--- config.mk ---
export PLATFORM = sky130hd
export DESIGN_NAME = control_jugada
export DESIGN_NICKNAME = d
export VERILOG_FILES = /design/src/rtl/control_jugada.sv
export SDC_FILE = /design/constraint.sdc
export NUM_CORES = 1
export LEC_CHECK = 0
export ABC_AREA = 1
export ABC_CLOCK_PERIOD_IN_PS = 4700
export CAP_MARGIN = 30
export CELL_PAD_IN_SITES_DETAIL_PLACEMENT = 0
export CELL_PAD_IN_SITES_GLOBAL_PLACEMENT = 1
export CORE_UTILIZATION = 41
export CTS_CLUSTER_DIAMETER = 100
export DETAILED_ROUTE_END_ITERATION = 10
export PLACE_DENSITY_LB_ADDON = 0.1
export SYNTH_ARGS = -nofsm -noshare
export SYNTH_HDL_FRONTEND = slang
export SYNTH_SLANG_ARGS = --single-unit
--- constraint.sdc ---
create_clock -name clk -period 4.7 [get_ports clk]
set_input_delay 0.47 -clock clk [delete_from_list [all_inputs] [get_ports clk]]
set_output_delay 0.47 -clock clk [all_outputs]
set_load 0.05 [all_outputs]
--- src/rtl/control_jugada.sv ---
// Move-entry controller for a 3x3 board.
// Two raw buttons are synchronized and debounced into single-cycle presses.
// A small FSM moves a cursor over free cells and hands each accepted move
// to the move register through a valid/ack handshake.
//
// state  | meaning
// SELECT | cursor editable; waits for next/confirm or game over
// SEND   | move word presented on registro2, escribir high until ack
// LOCK   | game over; everything frozen until reset_n
module control_jugada #(
  parameter int DEB_CYCLES = 4
) (
  input  logic       clk,
  input  logic       reset_n,
  input  logic       btn_next,
  input  logic       btn_confirm,
  input  logic [8:0] ocupado,
  input  logic       juego_fin,
  input  logic       ack,
  output logic [3:0] cursor,
  output logic [1:0] jugador,
  output logic [5:0] registro2,
  output logic       escribir,
  output logic       error_ocupado
);

  typedef enum logic [1:0] {
    SELECT = 2'd0,
    SEND   = 2'd1,
    LOCK   = 2'd2
  } state_t;

  localparam int CW = $clog2(DEB_CYCLES + 2);
  localparam logic [CW-1:0] CNT_RELOAD = CW'(DEB_CYCLES - 1);
  // The two synchronizer stages hold their cleared value for two samples after
  // reset; starting the run counter two higher keeps those fake zeros from
  // counting as a confirmed release.
  localparam logic [CW-1:0] CNT_START = CW'(DEB_CYCLES + 1);

  // index 0 = next, index 1 = confirm
  logic [1:0]    raw;
  logic [1:0]    sync1, sync2, smp, deb, armed, press;
  logic [CW-1:0] cnt      [2];
  logic [CW-1:0] cnt_next [2];

  state_t     state, state_d;
  logic [3:0] cursor_d;
  logic [1:0] jugador_d;
  logic [5:0] registro2_d;
  logic       error_d;

  assign raw = {btn_confirm, btn_next};

  // Run-length counter per button; press fires on an accepted rising level,
  // but only once a released level has been confirmed since reset.
  always_comb begin
    cnt_next = '{default: '0};
    press    = '0;
    for (int i = 0; i < 2; i++) begin
      if (sync2[i] != smp[i])
        cnt_next[i] = CNT_RELOAD;
      else if (cnt[i] == '0)
        cnt_next[i] = '0;
      else
        cnt_next[i] = cnt[i] - 1'b1;
      press[i] = armed[i] & ~deb[i] & sync2[i] & (cnt_next[i] == '0);
    end
  end

  // Synchronizers, debouncer state and release-arming flags.
  always_ff @(posedge clk or negedge reset_n) begin
    if (!reset_n) begin
      sync1 <= '0;
      sync2 <= '0;
      smp   <= '0;
      deb   <= '0;
      armed <= '0;
      for (int i = 0; i < 2; i++) cnt[i] <= CNT_START;
    end else begin
      sync1 <= raw;
      sync2 <= sync1;
      smp   <= sync2;
      for (int i = 0; i < 2; i++) begin
        cnt[i] <= cnt_next[i];
        if (cnt_next[i] == '0) begin
          deb[i] <= sync2[i];
          if (!sync2[i]) armed[i] <= 1'b1;
        end
      end
    end
  end

  // State and datapath registers.
  always_ff @(posedge clk or negedge reset_n) begin
    if (!reset_n) begin
      state         <= SELECT;
      cursor        <= 4'd0;
      jugador       <= 2'b01;
      registro2     <= 6'b000000;
      error_ocupado <= 1'b0;
    end else begin
      state         <= state_d;
      cursor        <= cursor_d;
      jugador       <= jugador_d;
      registro2     <= registro2_d;
      error_ocupado <= error_d;
    end
  end

  // Next-state decode; game over wins over any button in SELECT.
  always_comb begin
    state_d = state;
    case (state)
      SELECT: begin
        if (juego_fin)
          state_d = LOCK;
        else if (press[1] && !ocupado[cursor])
          state_d = SEND;
      end
      SEND:    if (ack) state_d = SELECT;
      LOCK:    state_d = LOCK;
      default: state_d = SELECT;
    endcase
  end

  // Datapath next values; confirm beats next, presses outside SELECT are dropped.
  always_comb begin
    cursor_d    = cursor;
    jugador_d   = jugador;
    registro2_d = registro2;
    error_d     = 1'b0;
    case (state)
      SELECT: begin
        if (!juego_fin) begin
          if (press[1]) begin
            if (ocupado[cursor])
              error_d = 1'b1;
            else
              registro2_d = {jugador, cursor};
          end else if (press[0]) begin
            cursor_d = (cursor == 4'd8) ? 4'd0 : cursor + 4'd1;
          end
        end
      end
      SEND:    if (ack) jugador_d = ~jugador;
      default: ;
    endcase
  end

  // Decoded from the state register so reset drops it immediately.
  assign escribir = (state == SEND);

endmodule

==> impl_metrics.py <==
metrics = {
    "global_route": {
        "use_met3_pct": 3.80,
        "grt_pass1_wl_um": 4950,
        "grt_max_degree": 32,
        "grt_antenna_before_repair": 0,
        "grt-busiest-layer": "met2",
        "grt_pass1_vias": 1141,
        "grt_remaining_overflow": 0,
        "met2_usage_pct": 24.2,
        "use_met1_pct": 21.6,
        "grt_usage_pct": 16.0,
    },
    "die": {
        "die_h_um": 63.6,
        "fp.coreArea_sq_um": 3660,
        "io_pins": 29,
        "die-area_sq_um": 4040,
        "rows": 22,
        "die_w_um": 63.6,
        "initial_core_util_pct": 42.4,
    },
    "finish": {
        "finalNetCount": 226,
        "fin_util_pct": 54.0,
        "diodes": 0,
        "fin_area_sq_um": 1980,
        "syn_to_final_growth_pct": 27.2,
        "layout_common_cells": "nand2_1, clkdlybuf4s50_1, inv_1",
        "n_fill_cell": 353,
        "final_layout_size_suffix_gt1_share_pct": 13.6,
        "final_common_cell": "nand2_1",
    },
    "run_status": {
        "status": "finished clean",
    },
    "sta": {
        "clock.fmax_mhz": 452,
        "relSlewSlack_pct": 66.9,
        "finalSetupViolCount": 0,
        "finalHoldViolations": 0,
        "period_share_pct": 47.1,
        "fin_setup_tns_ns": 0,
        "min_period_ns": 2.21,
        "worst_pin_slew_ns": 0.495,
        "grt_setup_unrepaired": "no",
        "finalMaxSlewViolations": 0,
        "fin_skew_ns": 0.00709,
    },
    "worst_hold_path": {
        "min_path_type": "reg2reg",
    },
    "detailed_routing": {
        "drtPass1Iterations": 5,
        "wl_per_cell_um": 10.8,
        "route.detailed.drc": 0,
        "route.vias.total": 1167,
        "ant_nets": 0,
        "drt_wl_total_um": 2730,
        "routed_via_density": 4.59,
        "drt_iter0_drc": 35,
    },
    "synthesis": {
        "synthTopCellsByArea": "dfrtp_1, nand2_1, dfstp_2, inv_1, ha_1",
        "netlist_instances": 171,
        "syn_area_sq_um": 1550,
        "avgSynthCellArea_sq_um": 9.09,
        "ys_seq_area_share_pct": 50.3,
        "synth_fp_nets": 192,
        "synth_largest_area_cell": "dfrtp_1",
        "yosys_warnings": 0,
        "ys_async_sr_fraction_pct": 100,
        "synth_seq_cells": 31,
        "synth_edf_count": 0,
        "netlist.area_leader.share_pct": 41.9,
        "ys_types": 32,
        "synth_ff_type": "dfrtp_1",
    },
    "critical_path": {
        "endpoint": "cursor[0]",
        "max_stage_delay_ns": 0.89,
        "path_cells": "clkdlybuf4s50_1",
        "timing.rr.start": "cnt[0]$_DFF_PN1_",
        "cp_slowest_cell": "clkdlybuf4s50_1",
        "required_ns": 4.23,
        "worstSetupPathType": "reg2out",
        "crit_start": "cursor[0]$_DFFE_PN0P_",
        "end_kind": "output port",
        "critical_path_buf_inv_count": 1,
        "critPathTopFamily": "buffers and inverters",
        "r2r_end": "registro2[0]$_DFFE_PN0P_",
        "arrival_ns": 1.74,
        "reg2reg_depth": 9,
        "cp_max_fo": 12,
        "rrSetupSlack_ns": 2.75,
        "crit_path_start_kind": "flop",
        "crit_cells": 1,
    },
    "clock_tree": {
        "clk-insertion-delay-late_ns": 0.27,
        "path_clk_slew_ns": 0.06,
        "cts_max_path_buffers": 2,
        "numClockSinks": 31,
        "htreeDepth": 2,
        "post_cts_resized": 0,
        "hold_buffers": 0,
        "numCtsBuffers": 5,
        "clockRootBuffer": "clkbuf_8",
        "cts_tree": "done",
        "post_cts_buffers": 0,
    },
    "power": {
        "power_density_nw_per_um2": 299,
        "vdd_drop_max_v": 0.000260,
        "leakage_uw": 0.000960,
    },
    "placed_design": {
        "dp_hpwl_um": 2080,
        "place.gp.congestion": 0.790,
        "place_area_sq_um": 1890,
        "port_buffers": 28,
    },
    "flow_run": {
        "maxCapViolCount": 0,
    },
}
==> through the flow <==
| stage | hold WS, ns | setup slack, ns | total power [uW] | cells |
|---|---|---|---|---|
| 2_1_floorplan | 0.174 | 2.95 | 358 | 171 |
| 3_3_place_gp | 0.332 | 2.79 | 387 | 246 |
| 3_5_place_dp | 0.336 | 2.72 | 390 | 246 |
| 4_1_cts | 0.359 | 2.47 | 605 | 254 |
| 5_1_grt | 0.366 | 2.38 | 630 | 254 |
| 6_report | 0.356 | 2.49 | 591 | 254 |
==> routing by layer <==
layer  vias up  part of all wire [%]  wire length [um]
li1        608                     -                 -
met1       539                    49              1350
met3         2                   2.6                70
met4         0                  0.29                 8
met2        18                    48              1300
met5         -                     0                 0
==> flip-flops by register name, summed over array words and instances (netlist names) <==
| signal | flops |
|---|---|
| cnt | 6 |
| registro2 | 6 |
| cursor | 4 |
| armed | 2 |
| deb | 2 |
| jugador | 2 |
| smp | 2 |
| state | 2 |
| sync1 | 2 |
| sync2 | 2 |
| error_ocupado | 1 |
==> cell families after synthesis <==
family | share of synthesized area [%]
AOI/OAI and AO/OA | 5.64
xor gates and xnor gates | 3.30
adders and majority gates | 4.83
buffers and inverters | 8.21
DFF | 50.3
and+or+nand+nor | 27.7
==> report_power, final <==
| group | total [uW] | internal, uW | switching, uW |
|---|---|---|---|
| clock network | 208 | 118 | 89.7 |
| logic | 86.2 | 34.1 | 52.0 |
| registers | 297 | 286 | 11.0 |
| total | 591 | 438 | 153 |
==> cells in the mapped netlist, types with 2 or more instances <==
cell type and n:
a21oi_1 5, dfrtp_1 26, dfstp_2 5, ha_1 6
inv_1 27, nand2_1 37, nand3_1 10, nand4_1 8
nor2_1 17, nor2_2 2, o21ai_0 5, xnor2_1 2
xor2_1 2
==> worst min path at each step <==
stage	cells after the start	from	end
2_1_floorplan	0	reset_n	armed[0]$_DFFE_PN0P_
3_3_place_gp	0	sync1[1]$_DFF_PN0_	sync2[1]$_DFF_PN0_
3_5_place_dp	0	sync1[0]$_DFF_PN0_	sync2[0]$_DFF_PN0_
4_1_cts	0	sync1[0]$_DFF_PN0_	sync2[0]$_DFF_PN0_
5_1_grt	0	sync1[1]$_DFF_PN0_	sync2[1]$_DFF_PN0_
6_report	0	sync1[0]$_DFF_PN0_	sync2[0]$_DFF_PN0_
==> final cells by class <==
cell class              instances  area [sq um]  share of cell area [%]
clock buffers                   7          86.3                    4.37
flip-flops and latches         31           782                    39.6
well taps                      48          60.1                    3.04
multi-input cells             109           644                    32.6
inverters                      29           111                    5.63
repair buffers                 29           288                    14.6
clock inverters                 1          5.00                   0.253
(Power assumes the default switching activity.)
